`config.mk`:
```
export PLATFORM = sky130hd
export DESIGN_NAME = uart_rx_fifo
export DESIGN_NICKNAME = d
export VERILOG_FILES = /design/src/rtl/uart_rx_fifo.sv
export SDC_FILE = /design/constraint.sdc
export NUM_CORES = 1
export LEC_CHECK = 0
export BUFFER_PORTS_ARGS = -buffer_cell sky130_fd_sc_hd__buf_2
export CAP_MARGIN = 20
export CORE_MARGIN = 3
export CORE_UTILIZATION = 25
export CTS_BUF_LIST = sky130_fd_sc_hd__clkbuf_4 sky130_fd_sc_hd__clkbuf_8 sky130_fd_sc_hd__clkbuf_16
export CTS_CLUSTER_SIZE = 10
export DETAILED_ROUTE_END_ITERATION = 10
export GPL_TIMING_DRIVEN = 0
export PLACE_DENSITY = 0.37
export SLEW_MARGIN = 15
export SYNTH_ARGS = -nofsm -noshare
export SYNTH_HDL_FRONTEND = slang
export SYNTH_SLANG_ARGS = --single-unit
```
`constraint.sdc`:
```
create_clock -name i_clk -period 3.26 [get_ports i_clk]
set_clock_uncertainty 0.2 [all_clocks]
set_input_delay 0.652 -clock i_clk [delete_from_list [all_inputs] [get_ports i_clk]]
set_output_delay 0.652 -clock i_clk [all_outputs]
set_load 0.05 [all_outputs]
```
`src/rtl/uart_rx_fifo.sv`:
```
// uart_rx_fifo: receive buffer behind uart_rx.
// Each received word is captured together with its 2-bit error status and held in a circular FIFO.
// The host side reads it through a first-word-fall-through valid/ready port.
// The block also reports fill level, threshold and sticky overflow status.
// Optional macro RX_TIMEOUT_EN adds a character-timeout counter clocked by i_baud_x16.
// Without that macro, o_timeout is tied to 0.
//
// Handshake: o_valid means the head entry (o_dout/o_dout_error) is meaningful. A word leaves
// the FIFO on every rising edge where o_valid && i_ready. o_valid never depends on i_ready.
// The producer side has no back-pressure: i_din_valid is a one-cycle strobe. A strobe that
// arrives while the FIFO is full and no word is leaving on the same edge is dropped, and
// that drop is latched in o_overflow.
module uart_rx_fifo #(
  parameter int DATA_WIDTH    = 8,
  parameter int DEPTH         = 16,
  parameter int THRESH        = 8,
  parameter int TIMEOUT_TICKS = 640
) (
  input  logic                     i_clk,
  input  logic                     i_rst,
  input  logic [DATA_WIDTH-1:0]    i_din,
  input  logic                     i_din_valid,
  input  logic [1:0]               i_din_error,
  input  logic                     i_baud_x16,
  output logic [DATA_WIDTH-1:0]    o_dout,
  output logic [1:0]               o_dout_error,
  output logic                     o_valid,
  input  logic                     i_ready,
  output logic [$clog2(DEPTH):0]   o_count,
  output logic                     o_empty,
  output logic                     o_full,
  output logic                     o_thresh,
  output logic                     o_overflow,
  input  logic                     i_clr_ovf,
  output logic                     o_timeout
);

  localparam int AW = $clog2(DEPTH);
  localparam int CW = AW + 1;
  localparam int EW = DATA_WIDTH + 2;

  logic [EW-1:0] mem [DEPTH];
  logic [AW-1:0] wr_ptr;
  logic [AW-1:0] rd_ptr;
  logic [CW-1:0] count;
  logic          push;
  logic          pop;
  logic [EW-1:0] head;

  // Status comes straight from the registered count, so it needs no extra cycle of latency.
  assign o_count  = count;
  assign o_empty  = (count == '0);
  assign o_full   = (count == CW'(DEPTH));
  assign o_thresh = (count >= CW'(THRESH));
  assign o_valid  = !o_empty;

  // A full FIFO still accepts a word if the head is leaving on the same edge.
  assign pop  = o_valid && i_ready;
  assign push = i_din_valid && (!o_full || pop);

  // The head is read combinationally; the outputs are masked so nothing stale shows when empty.
  assign head         = mem[rd_ptr];
  assign o_dout       = o_valid ? head[DATA_WIDTH-1:0] : '0;
  assign o_dout_error = o_valid ? head[EW-1:DATA_WIDTH] : 2'b00;

  // Storage write; the array is deliberately left unreset.
  always_ff @(posedge i_clk) begin
    if (push && !i_rst) begin
      mem[wr_ptr] <= {i_din_error, i_din};
    end
  end

  // Pointers and fill level; the pointers wrap naturally because DEPTH is a power of two.
  always_ff @(posedge i_clk) begin
    if (i_rst) begin
      wr_ptr <= '0;
      rd_ptr <= '0;
      count  <= '0;
    end else begin
      if (push) wr_ptr <= wr_ptr + AW'(1);
      if (pop)  rd_ptr <= rd_ptr + AW'(1);
      if (push && !pop)      count <= count + CW'(1);
      else if (pop && !push) count <= count - CW'(1);
    end
  end

  // Sticky overflow; a new drop wins over a clear requested in the same cycle.
  always_ff @(posedge i_clk) begin
    if (i_rst) begin
      o_overflow <= 1'b0;
    end else if (i_din_valid && o_full && !pop) begin
      o_overflow <= 1'b1;
    end else if (i_clr_ovf) begin
      o_overflow <= 1'b0;
    end
  end

`ifdef RX_TIMEOUT_EN
  localparam int TW = $clog2(TIMEOUT_TICKS + 1);
  logic [TW-1:0] tmo_cnt;

  // Idle-time counter: it counts baud ticks while data waits unread and restarts on any traffic.
  always_ff @(posedge i_clk) begin
    if (i_rst) begin
      tmo_cnt <= '0;
    end else if (push || pop || o_empty) begin
      tmo_cnt <= '0;
    end else if (i_baud_x16 && (tmo_cnt != TW'(TIMEOUT_TICKS))) begin
      tmo_cnt <= tmo_cnt + TW'(1);
    end
  end

  assign o_timeout = (tmo_cnt == TW'(TIMEOUT_TICKS));
`else
  logic unused_baud;
  assign unused_baud = i_baud_x16;
  assign o_timeout   = 1'b0;
`endif

endmodule

```
==> Implementation_results.wiki <==
{| class="wikitable"
! Metric !! Value
|-
| Clock latency on the worst-skew pair || 0.42 ns
|-
| Maximum number of pins on one net before global-route repair || 17
|-
| Design Area, Final || 8780 µm²
|-
| Placeable core area || 28000 µm²
|-
| Total number of H-tree levels || 4
|-
| Switching Share || 32.5%
|-
| Part of the power in combinational logic || 31.2%
|-
| Final layout net count || 480
|-
| Cell taking the most area after synthesis || edfxtp_1
|-
| Proportion of power drawn by flip-flops and latches || 39.2%
|-
| Most used flip-flop cell after synthesis || edfxtp_1
|-
| CTS tree || built
|-
| Start of the worst register-to-register path || o_count[0]$_SDFFE_PP0P_
|-
| Initial Util || between 20% and 30%
|-
| Bufs and invs on worst path || 3
|-
| Mean Syn Cell Area || 18.8 µm²
|-
| Vias in the first global route || 3939
|-
| Sort of element at the end of the critical path || flip-flop
|-
| Ratio of cells with drive above 1 in the final layout || 38.4%
|-
| Cell types with the largest area share after synthesis || edfxtp_1 67%, mux4_2 13%, dfxtp_1 5.0%
|-
| Placer's final routability congestion estimate || about 0.75
|-
| Row cnt || 61
|-
| Power density over the cells || 767 nW/µm²
|-
| Final slew viol count || 0
|-
| Placed standard-cell area || 7960 µm²
|-
| Routed wire length || 16100 µm
|-
| Total clock buffers created by CTS || 17
|-
| Synthesized instance count || 381
|-
| Number of port buffers || 34
|-
| Remaining design rule violation count || 0
|-
| Cell with the biggest individual delay on the critical path || or4_4
|-
| Post-Place Cells || 808
|-
| Sink count of the clock tree || between 150 and 200
|-
| Number of warnings printed during yosys synthesis || 0
|-
| Die Wd || ~180 µm
|-
| Net count of the mapped netlist || 407
|-
| Post-synthesis instance area || 7150 µm²
|-
| CTS Hold Bufs || 0
|-
| Family of cells with the greatest summed delay on the critical path || simple AND/OR/NAND/NOR gates
|-
| Die ar. || 30700 µm²
|-
| Layout Cells excl Fill || 844
|-
| Fraction of synthesized cell area taken by the top area cell type || 67.2%
|-
| Clock Tree Root || clkbuf_16
|-
| WL/cell || 19.1 µm
|-
| CP Class || flip-flop to flip-flop
|-
| Height of the die || roughly 180 µm
|-
| Layout Utilization || around a third
|-
| Static power due to leakage || 2.83 nW
|-
| ANT cells || 0
|-
| Setup-violating endpoint count in the final report || 0
|-
| Initial antenna violation count || 0
|-
| FMAX || 312 MHz
|-
| CP peak stage delay || 0.53 ns
|-
| Number of DRC markers after the initial detailed-route iteration || slightly above 200
|-
| CTS max path bufs || 2
|-
| FFs w/ async S/R, synth || 0%
|-
| Number of hold violations in the final report || 0
|-
| Internal || 4.55 mW
|-
| Part of the cycle the worst path needs || 98.3%
|-
| Global-route wire length before repair || ~25000 µm
|-
| Area Growth Syn to Fin || 22.8%
|-
| Relative max-transition margin || 49.2%
|-
| Most common cell type on the critical path || buf_6
|-
| RSZ-0062 raised after global routing || yes
|-
| Chain of cells forming the critical path || or4_4, buf_6, o31ai_4, buf_6, inv_8, ha_4, fa_2, nand2b_4, a21oi_4, mux2i_2, mux2_4
|-
| Start point of the worst hold path || o_overflow$_SDFFE_PP0P_
|-
| Critical path required time || 3.37 ns
|-
| Minimum clock period || 3.20 ns
|-
| Psw || 2.19 mW
|-
| DRT Pass-1 Iters || 4
|-
| Number of library cell types mapped by synthesis || 38
|-
| Final setup TNS || 0 ns
|-
| Overflow after GRT || 0
|-
| Peak VDD IR || 0.000356 V
|-
| Clock power frac || slightly below 30%
|-
| Startpoint types || flip-flop
|-
| Detailed placement HPWL || 11500 µm
|-
| Launch point of the worst path || o_count[0]$_SDFFE_PP0P_
|-
| Sequential share of the synthesized area || 72.2%
|-
| Run status || finished clean
|-
| Global-route usage over all layers || about 11%
|-
| CP Data Arrival Time || 3.32 ns
|-
| Maxcap violations || 0
|-
| I/O pins || 37
|-
| Clock-pin slew of the registers on the worst-case setup and hold paths || 0.06 ns
|-
| Highest net fanout along the worst path || 5
|-
| Routed via count divided by cell count || 4.31
|-
| Number of flops mapped to enable cells by yosys || 160
|-
| Via total after detailed routing || 3639
|-
| Antenna-violating nets left || 0
|-
| Transition time at the pin with the least slew margin || 0.762 ns
|-
| Worst Hold Class || flip-flop to flip-flop
|-
| Post-synthesis register bit count || 178
|}
[power by group through the flow]
stage                     registers (mW)  logic (mW)  clock network (mW)
after CTS                           2.64        2.03                2.06
after global placement              2.68        1.87                   0
final                               2.64        2.10                1.99
after floorplan                     2.73        1.31                   0
after detailed placement            2.68        1.88                   0
after global routing                2.65        2.26                2.15
[layout by cell type, fill, tap and decap left out, types with 3 or more instances in the layout]
master	instances
mux4_2	40
a21oi_1	7
edfxtp_1	160
xor2_1	5
nand2b_1	5
mux2i_2	4
dfxtp_1	13
a211oi_1	7
a211oi_2	13
nand2_1	4
clkbuf_1	5
nor2_1	31
buf_6	14
nor2b_1	10
buf_2	27
mux2i_1	8
or3_1	4
inv_1	8
clkinv_4	3
dfxtp_2	3
ha_1	8
clkbuf_4	8
buf_4	23
nor3_2	4
clkbuf_16	17
[stage by stage]
stage | power [mW] | hold slack, ns | worst slack (ns)
2_1_floorplan | 4.04 | 0.282 | -0.139
3_3_place_gp | 4.54 | 0.258 | -0.363
3_5_place_dp | 4.56 | 0.255 | -0.182
4_1_cts | 6.73 | 0.263 | 0.000481
5_1_grt | 7.06 | 0.288 | -0.0371
6_report | 6.74 | 0.276 | 0.0558
[logic make-up after synthesis]
group | synth area share [%]
flops | 72.2
simple gates | 5.04
mux | 14.4
compound gates | 3.53
buf+inv | 2.03
fa+ha+maj | 1.85
xor+xnor | 0.840
other cells | 0.0524
[sequential cells by signal (all words and copies together), names as in the netlist, named ones only]
| name | flops |
|---|---|
| mem | 160 |
| o_count | 5 |
| rd_ptr | 4 |
| o_overflow | 1 |
| wr_ptr | 4 |
[final cells by class]
class | instances | area (µm²)
Buffer | 20 | 155
Timing Repair Buffer | 54 | 372
Tap cell | 378 | 473
Sequential cell | 178 | 5180
Multi-Input combinational cell | 174 | 1990
Inverter | 9 | 41.3
Clock inverter | 9 | 110
Clock buffer | 22 | 463
Fill cell | 2793 | 19200
[worst register-to-register path: stages (launching register included)]
cell and delay [ns]:
dfxtp_4 0.36, or4_4 0.53, buf_6 0.15, o31ai_4 0.25, buf_6 0.16, inv_8 0.05
ha_4 0.17, fa_2 0.34, nand2b_4 0.16, a21oi_4 0.16, mux2i_2 0.26, mux2_4 0.32
[timing repair]
action,CTS,global route
buffers inserted,1,3
gates resized for setup,40,19
endpoints found under the setup margin,11,12
pin swaps,0,3
[Yosys cell counts, types with 2 or more instances]
master / number
mux2i_1: 12
buf_2: 6
buf_4: 5
edfxtp_1: 160
inv_1: 8
o21ai_1: 2
a21oi_1: 8
ha_1: 9
nand2b_1: 6
mux4_2: 40
clkbuf_1: 8
a211oi_1: 20
xor2_1: 5
nor2_1: 32
nor2b_1: 10
dfxtp_1: 18
o211ai_1: 2
nor3_1: 4
or3_1: 4
nand2_1: 4
[per-layer routing]
layer | up-vias | routed length (µm) | GRT usage, %
met4 | 0 | 193 | 3.79
met3 | 14 | 530 | 2.46
met1 | 1910 | 7240 | 14.0
met2 | 57 | 8180 | 18.6
met5 | - | 0 | 0
li1 | 1658 | - | -
[final timing paths]
check,to,slack (ns),depth (start not counted)
worst max-delay path,o_count[4]$_SDFFE_PP0P_,0.06,11
worst min-delay path,o_overflow$_SDFFE_PP0P_,0.28,2
worst max register to register,o_count[4]$_SDFFE_PP0P_,0.06,11
worst min register to register,o_overflow$_SDFFE_PP0P_,0.28,2
No activity file was read; power rests on OpenSTA's default activity.
